`src/rtl/lcd_bus_receiver.sv`:
```
// HD44780-style responder for the 8-bit LCD write bus: synchronises RS/E/D, decodes
// bytes on E falling edges, and keeps an 80-cell DDRAM image with a registered read port.
module lcd_bus_receiver #(
  parameter int unsigned SYNC_STAGES = 2,
  parameter logic [7:0]  CLEAR_FILL  = 8'h20
) (
  input  logic       clk,
  input  logic       rst_n,
  input  logic       RS,
  input  logic       E,
  input  logic [7:0] D,
  input  logic [6:0] rd_addr,
  output logic [7:0] rd_data,
  output logic       busy,
  output logic       display_on,
  output logic       cursor_on,
  output logic       blink_on,
  output logic       two_line,
  output logic       inc_mode,
  output logic [6:0] addr,
  output logic       evt_valid,
  output logic       evt_rs,
  output logic [7:0] evt_data,
  output logic       overrun
);

  localparam int unsigned NCELLS   = 80;
  localparam logic [6:0]  LAST_IDX = 7'(NCELLS - 1);

  typedef enum logic {ST_IDLE, ST_CLEAR} state_t;

  state_t                      r_state;
  logic [SYNC_STAGES-1:0]      r_e_sync;
  logic [SYNC_STAGES-1:0]      r_rs_sync;
  logic [SYNC_STAGES-1:0][7:0] r_d_sync;
  logic                        r_e_dly;
  logic                        r_rs_dly;
  logic [7:0]                  r_d_dly;
  logic                        w_fall;

  logic [7:0] r_ddram [NCELLS];
  logic [6:0] r_clr_idx;
  logic       r_busy;
  logic       r_display_on;
  logic       r_cursor_on;
  logic       r_blink_on;
  logic       r_two_line;
  logic       r_inc_mode;
  logic [6:0] r_addr;
  logic       r_evt_valid;
  logic       r_evt_rs;
  logic [7:0] r_evt_data;
  logic       r_overrun;
  logic [7:0] r_rd_data;

  logic [7:0] w_wr_cell;
  logic [7:0] w_rd_cell;
  logic       w_mem_we;
  logic [6:0] w_mem_idx;
  logic [7:0] w_mem_wdata;

  // Returns {valid, cell index} for a DDRAM address in the current line mode.
  function automatic logic [7:0] f_cell(input logic [6:0] a, input logic two_ln);
    logic [7:0] res;
    res = '0;
    if (two_ln) begin
      if (a < 7'h28)
        res = {1'b1, a};
      else if (a >= 7'h40 && a < 7'h68)
        res = {1'b1, a - 7'd24};
    end else if (a < 7'(NCELLS)) begin
      res = {1'b1, a};
    end
    return res;
  endfunction

  function automatic logic [6:0] f_step(input logic [6:0] a, input logic up, input logic two_ln);
    logic [6:0] nxt;
    nxt = up ? a + 7'd1 : a - 7'd1;
    if (two_ln) begin
      if (up && a == 7'h27)       nxt = 7'h40;
      else if (up && a == 7'h67)  nxt = 7'h00;
      else if (!up && a == 7'h00) nxt = 7'h67;
      else if (!up && a == 7'h40) nxt = 7'h27;
    end else begin
      if (up && a == LAST_IDX)    nxt = 7'h00;
      else if (!up && a == 7'h00) nxt = LAST_IDX;
    end
    return nxt;
  endfunction

  always_ff @(posedge clk or negedge rst_n) begin
    if (!rst_n) begin
      r_e_sync  <= '0;
      r_rs_sync <= '0;
      r_d_sync  <= '0;
      r_e_dly   <= 1'b0;
      r_rs_dly  <= 1'b0;
      r_d_dly   <= '0;
    end else begin
      r_e_sync  <= {r_e_sync[SYNC_STAGES-2:0], E};
      r_rs_sync <= {r_rs_sync[SYNC_STAGES-2:0], RS};
      r_d_sync  <= {r_d_sync[SYNC_STAGES-2:0], D};
      r_e_dly   <= r_e_sync[SYNC_STAGES-1];
      r_rs_dly  <= r_rs_sync[SYNC_STAGES-1];
      r_d_dly   <= r_d_sync[SYNC_STAGES-1];
    end
  end

  // RS/D are delayed one extra stage so they align with the E sample taken before the fall.
  assign w_fall    = r_e_dly & ~r_e_sync[SYNC_STAGES-1];
  assign w_wr_cell = f_cell(r_addr, r_two_line);
  assign w_rd_cell = f_cell(rd_addr, r_two_line);

  always_comb begin
    w_mem_we    = 1'b0;
    w_mem_idx   = '0;
    w_mem_wdata = CLEAR_FILL;
    if (r_state == ST_CLEAR) begin
      w_mem_we  = 1'b1;
      w_mem_idx = r_clr_idx;
    end else if (w_fall && r_rs_dly && w_wr_cell[7]) begin
      w_mem_we    = 1'b1;
      w_mem_idx   = w_wr_cell[6:0];
      w_mem_wdata = r_d_dly;
    end
  end

  always_ff @(posedge clk) begin
    if (w_mem_we)
      r_ddram[w_mem_idx] <= w_mem_wdata;
  end

  always_ff @(posedge clk or negedge rst_n) begin
    if (!rst_n)
      r_rd_data <= '0;
    else if (w_rd_cell[7])
      r_rd_data <= r_ddram[w_rd_cell[6:0]];
    else
      r_rd_data <= 8'h20;
  end

  always_ff @(posedge clk or negedge rst_n) begin
    if (!rst_n) begin
      r_state      <= ST_CLEAR;
      r_clr_idx    <= '0;
      r_busy       <= 1'b1;
      r_display_on <= 1'b0;
      r_cursor_on  <= 1'b0;
      r_blink_on   <= 1'b0;
      r_two_line   <= 1'b0;
      r_inc_mode   <= 1'b1;
      r_addr       <= '0;
      r_evt_valid  <= 1'b0;
      r_evt_rs     <= 1'b0;
      r_evt_data   <= '0;
      r_overrun    <= 1'b0;
    end else begin
      r_evt_valid <= w_fall;
      if (w_fall) begin
        r_evt_rs   <= r_rs_dly;
        r_evt_data <= r_d_dly;
      end
      case (r_state)
        ST_CLEAR: begin
          r_addr     <= '0;
          r_inc_mode <= 1'b1;
          if (w_fall)
            r_overrun <= 1'b1;
          if (r_clr_idx == LAST_IDX) begin
            r_state   <= ST_IDLE;
            r_busy    <= 1'b0;
            r_clr_idx <= '0;
          end else begin
            r_clr_idx <= r_clr_idx + 7'd1;
          end
        end
        ST_IDLE: begin
          if (w_fall) begin
            if (r_rs_dly) begin
              r_addr <= f_step(r_addr, r_inc_mode, r_two_line);
            end else begin
              casez (r_d_dly)
                8'b1???????: r_addr <= r_d_dly[6:0];
                8'b01??????: ;
                8'b001?????: r_two_line <= r_d_dly[3];
                8'b0001????: begin
                  if (!r_d_dly[3])
                    r_addr <= f_step(r_addr, r_d_dly[2], r_two_line);
                end
                8'b00001???: begin
                  r_display_on <= r_d_dly[2];
                  r_cursor_on  <= r_d_dly[1];
                  r_blink_on   <= r_d_dly[0];
                end
                8'b000001??: r_inc_mode <= r_d_dly[1];
                8'b0000001?: r_addr <= '0;
                8'b00000001: begin
                  r_state    <= ST_CLEAR;
                  r_busy     <= 1'b1;
                  r_clr_idx  <= '0;
                  r_addr     <= '0;
                  r_inc_mode <= 1'b1;
                end
                default: ;
              endcase
            end
          end
        end
        default: r_state <= ST_IDLE;
      endcase
    end
  end

  assign rd_data    = r_rd_data;
  assign busy       = r_busy;
  assign display_on = r_display_on;
  assign cursor_on  = r_cursor_on;
  assign blink_on   = r_blink_on;
  assign two_line   = r_two_line;
  assign inc_mode   = r_inc_mode;
  assign addr       = r_addr;
  assign evt_valid  = r_evt_valid;
  assign evt_rs     = r_evt_rs;
  assign evt_data   = r_evt_data;
  assign overrun    = r_overrun;

endmodule

```
`config.mk`:
```
export PLATFORM = sky130hd
export DESIGN_NAME = lcd_bus_receiver
export DESIGN_NICKNAME = d
export VERILOG_FILES = /design/src/rtl/lcd_bus_receiver.sv
export SDC_FILE = /design/constraint.sdc
export NUM_CORES = 1
export LEC_CHECK = 0
export CAP_MARGIN = 20
export CORE_MARGIN = 8
export CORE_UTILIZATION = 53
export DETAILED_ROUTE_END_ITERATION = 10
export GPL_TIMING_DRIVEN = 0
export PLACE_DENSITY = 0.69
export SETUP_SLACK_MARGIN = 0.05
export SYNTH_ARGS = -nofsm -noshare
export SYNTH_HDL_FRONTEND = slang
export SYNTH_SLANG_ARGS = --single-unit
```
`constraint.sdc`:
```
create_clock -name clk -period 7.8 [get_ports clk]
set_input_delay 1.56 -clock clk [delete_from_list [all_inputs] [get_ports clk]]
set_output_delay 1.56 -clock clk [all_outputs]
set_load 0.05 [all_outputs]
```
==> impl_metrics.env <==
export IMPL_status="finished, final reports clean"
export IMPL_period_needed_ps=6030
export IMPL_worst_slew_pin_slew_ps=1280
export IMPL_syn_avg_cell_area_um2=14.3
export IMPL_use_met1_pct=41.1
export IMPL_clock_path_buffers=3
export IMPL_wl_per_cell_um=33.5
export IMPL_grt_met2_usage_pct=46.0
export IMPL_worstSetupPathType="in2reg"
export IMPL_gp_congestion=1.01
export IMPL_skew_ps=13.8
export IMPL_placeableCoreArea_mm2=0.0552
export IMPL_place_ws_ps=1510
export IMPL_tns_ps=0
export IMPL_cts_made_buffers=73
export IMPL_instances_no_fill=3011
export IMPL_async_reset_ff_share_pct=9.86
export IMPL_portBuffers=47
export IMPL_clock_sinks=710
export IMPL_die_w_um=253
export IMPL_ys_seq_area_share_pct=70.6
export IMPL_post_place_cells=2874
export IMPL_postLayoutCellArea_mm2=0.0337
export IMPL_synth_top_area_share_pct=64.7
export IMPL_use_met3_pct=8.96
export IMPL_yosysWarningCount=0
export IMPL_syn_nets=2098
export IMPL_finalPower_mw=9.07
export IMPL_via_count=20493
export IMPL_whs_ps=343
export IMPL_ys_ff_latch=710
export IMPL_grt_antenna_before_repair=1
export IMPL_post_dp_cell_area_mm2=0.0313
export IMPL_first_global_vias=19641
export IMPL_syn_area_mm2=0.0297
export IMPL_post_route_drc_count=0
export IMPL_drtAntennaViolNets=0
export IMPL_finalHoldViolations=0
export IMPL_cap_violations=0
export IMPL_gr_max_usage_layer="met2"
export IMPL_worstPathArrival_ps=6460
export IMPL_crit_path_end_kind="flip-flop"
export IMPL_overflow=0
export IMPL_synth_cells=2070
export IMPL_rsz0062_at_grt="false"
export IMPL_setup_slack_ps=1770
export IMPL_rows=86
export IMPL_initial_core_util_pct=53.8
export IMPL_clk_latency_ps=630
export IMPL_power_density_mw_per_mm2=269
export IMPL_worstPathRequired_ps=8220
export IMPL_clkTransAtPathRegs_ps=60
export IMPL_grt_max_degree=81
export IMPL_grt_pass1_wl_um=141000
export IMPL_wl_um=101000
export IMPL_min_path_type="reg2reg"
export IMPL_insertedDiodeCount=0
export IMPL_dp_hpwl_um=66500
export IMPL_gr_usage_all_layers_pct=31.2
export IMPL_report_final_slew_viol_count=0
export IMPL_layout_nets=2232
export IMPL_synth_most_common_cell="edfxtp_1"
export IMPL_synth_enable_flop_cells=640
export IMPL_fin_util_pct=61.0
export IMPL_cts_max_level=3
export IMPL_setup_violations=0
export IMPL_synth_flop_cell="edfxtp_1"
export IMPL_vias_per_cell=6.81
export IMPL_p_leak_nw=11.5
export IMPL_max_freq_mhz=166
export IMPL_slew_headroom_pct=14.7
export IMPL_drt_iter0_markers=3276
export IMPL_dieArea_mm2=0.0638
export IMPL_cts_resized=0
export IMPL_synthDistinctLibCells=81
export IMPL_syn_to_final_growth_pct=13.5
export IMPL_cp_max_fo=10
export IMPL_yosys_area_top_type="edfxtp_1"
export IMPL_drive_above_1_share_pct=12.5
export IMPL_io_pins=51
export IMPL_yosys_top_cells_count="edfxtp_1 (640), nand2_1 (190), nor2_1 (181)"
export IMPL_max_vdd_ir_drop_mv=0.196
export IMPL_firstDrtPassIters=7
export IMPL_worst_setup_path_start_kind="input port"
export IMPL_hold_buffers=0
export IMPL_period_share_pct=77.3
export IMPL_postCtsSetupRepairBufs=0
export IMPL_cts_root_buf="clkbuf_16"
export IMPL_die_h_um=253
export IMPL_cts_tree="built"
export IMPL_synth_area_leaders="edfxtp_1 (65%), dfrtp_1 (5.6%), mux2i_1 (3.5%), nand2_1 (2.4%), nor2_1 (2.3%)"
## per-layer routing
layer  up-vias  part of all wire, %
li1       8374                    -
met1     10138                   37
met2      1585                   43
met3       396                   13
met4         0                  6.8
met5         -                    0
## placed cells by master, fill, tap and decap left out, types with 18 or more instances in the layout
master           count
edfxtp_1           640
nand2_1            190
nor2_1             181
mux2i_1            105
a21oi_1            102
clkbuf_1            83
clkbuf_16           76
dfrtp_1             67
o21ai_0             63
mux2_2              54
buf_2               46
clkdlybuf4s50_1     46
a211oi_1            37
nand3_1             37
inv_1               31
a31oi_1             30
a221oi_1            30
o221ai_1            19
o22ai_1             18
## registers in the layout, summed over array words and instances (netlist names), 2 cells and up
register / count
evt_data: 8
rd_data: 8
r_clr_idx: 7
r_e_sync: 2
r_ddram: 640
addr: 7
r_d_sync: 16
r_rs_sync: 2
r_d_dly: 8
## area by class of cell
type                       instances  area (um2)
clock buffer                      99        2040
buffer                           133         613
timing repair buffer              59         648
tap                              748         936
sequential                       710       21000
clock inverter                    35         355
inverter                          35         131
fill                            4154       21500
multi-input combinational       1192        7990
## kinds of logic after synthesis
family | Yosys count | share of synthesized area, %
AO/OA/AOI/OAI | 490 | 12.0
XOR/XNOR | 4 | 0.118
adder cells (fa/ha/maj) | 9 | 0.379
buffers and inverters | 168 | 2.51
flip-flops | 710 | 70.6
multiplexers | 173 | 6.65
AND/OR/NAND/NOR | 516 | 7.67
## path summary, 6_finish.rpt
path	startpoint	end	slack, ps	depth (start not counted)
worst max-delay path	rd_addr[4]	rd_data[2]	1770	11
worst min-delay path	r_d_sync[14]	r_d_dly[6]	340	0
worst max register to register	addr[3]	r_ddram[3][4]	2790	10
worst min register to register	r_d_sync[14]	r_d_dly[6]	340	0
max in group asynchronous	rst_n	busy	6330	2
min in group asynchronous	rst_n	display_on	840	1
## power by group
part | switching, mW | internal [mW] | leakage (nW)
combinational | 0.972 | 0.372 | 3.58
clock | 1.49 | 2.01 | 1.16
sequential | 0.0397 | 4.19 | 6.75
## critical path, cell delays in order
cell,delay (ps)
clkdlybuf4s50_1,680
inv_1,110
ha_1,260
nand3b_1,400
o211ai_2,460
clkbuf_1,1000
clkbuf_1,730
nand3_1,160
a32o_1,330
a31oi_1,430
o32ai_1,310
(Power assumes the default switching activity.)
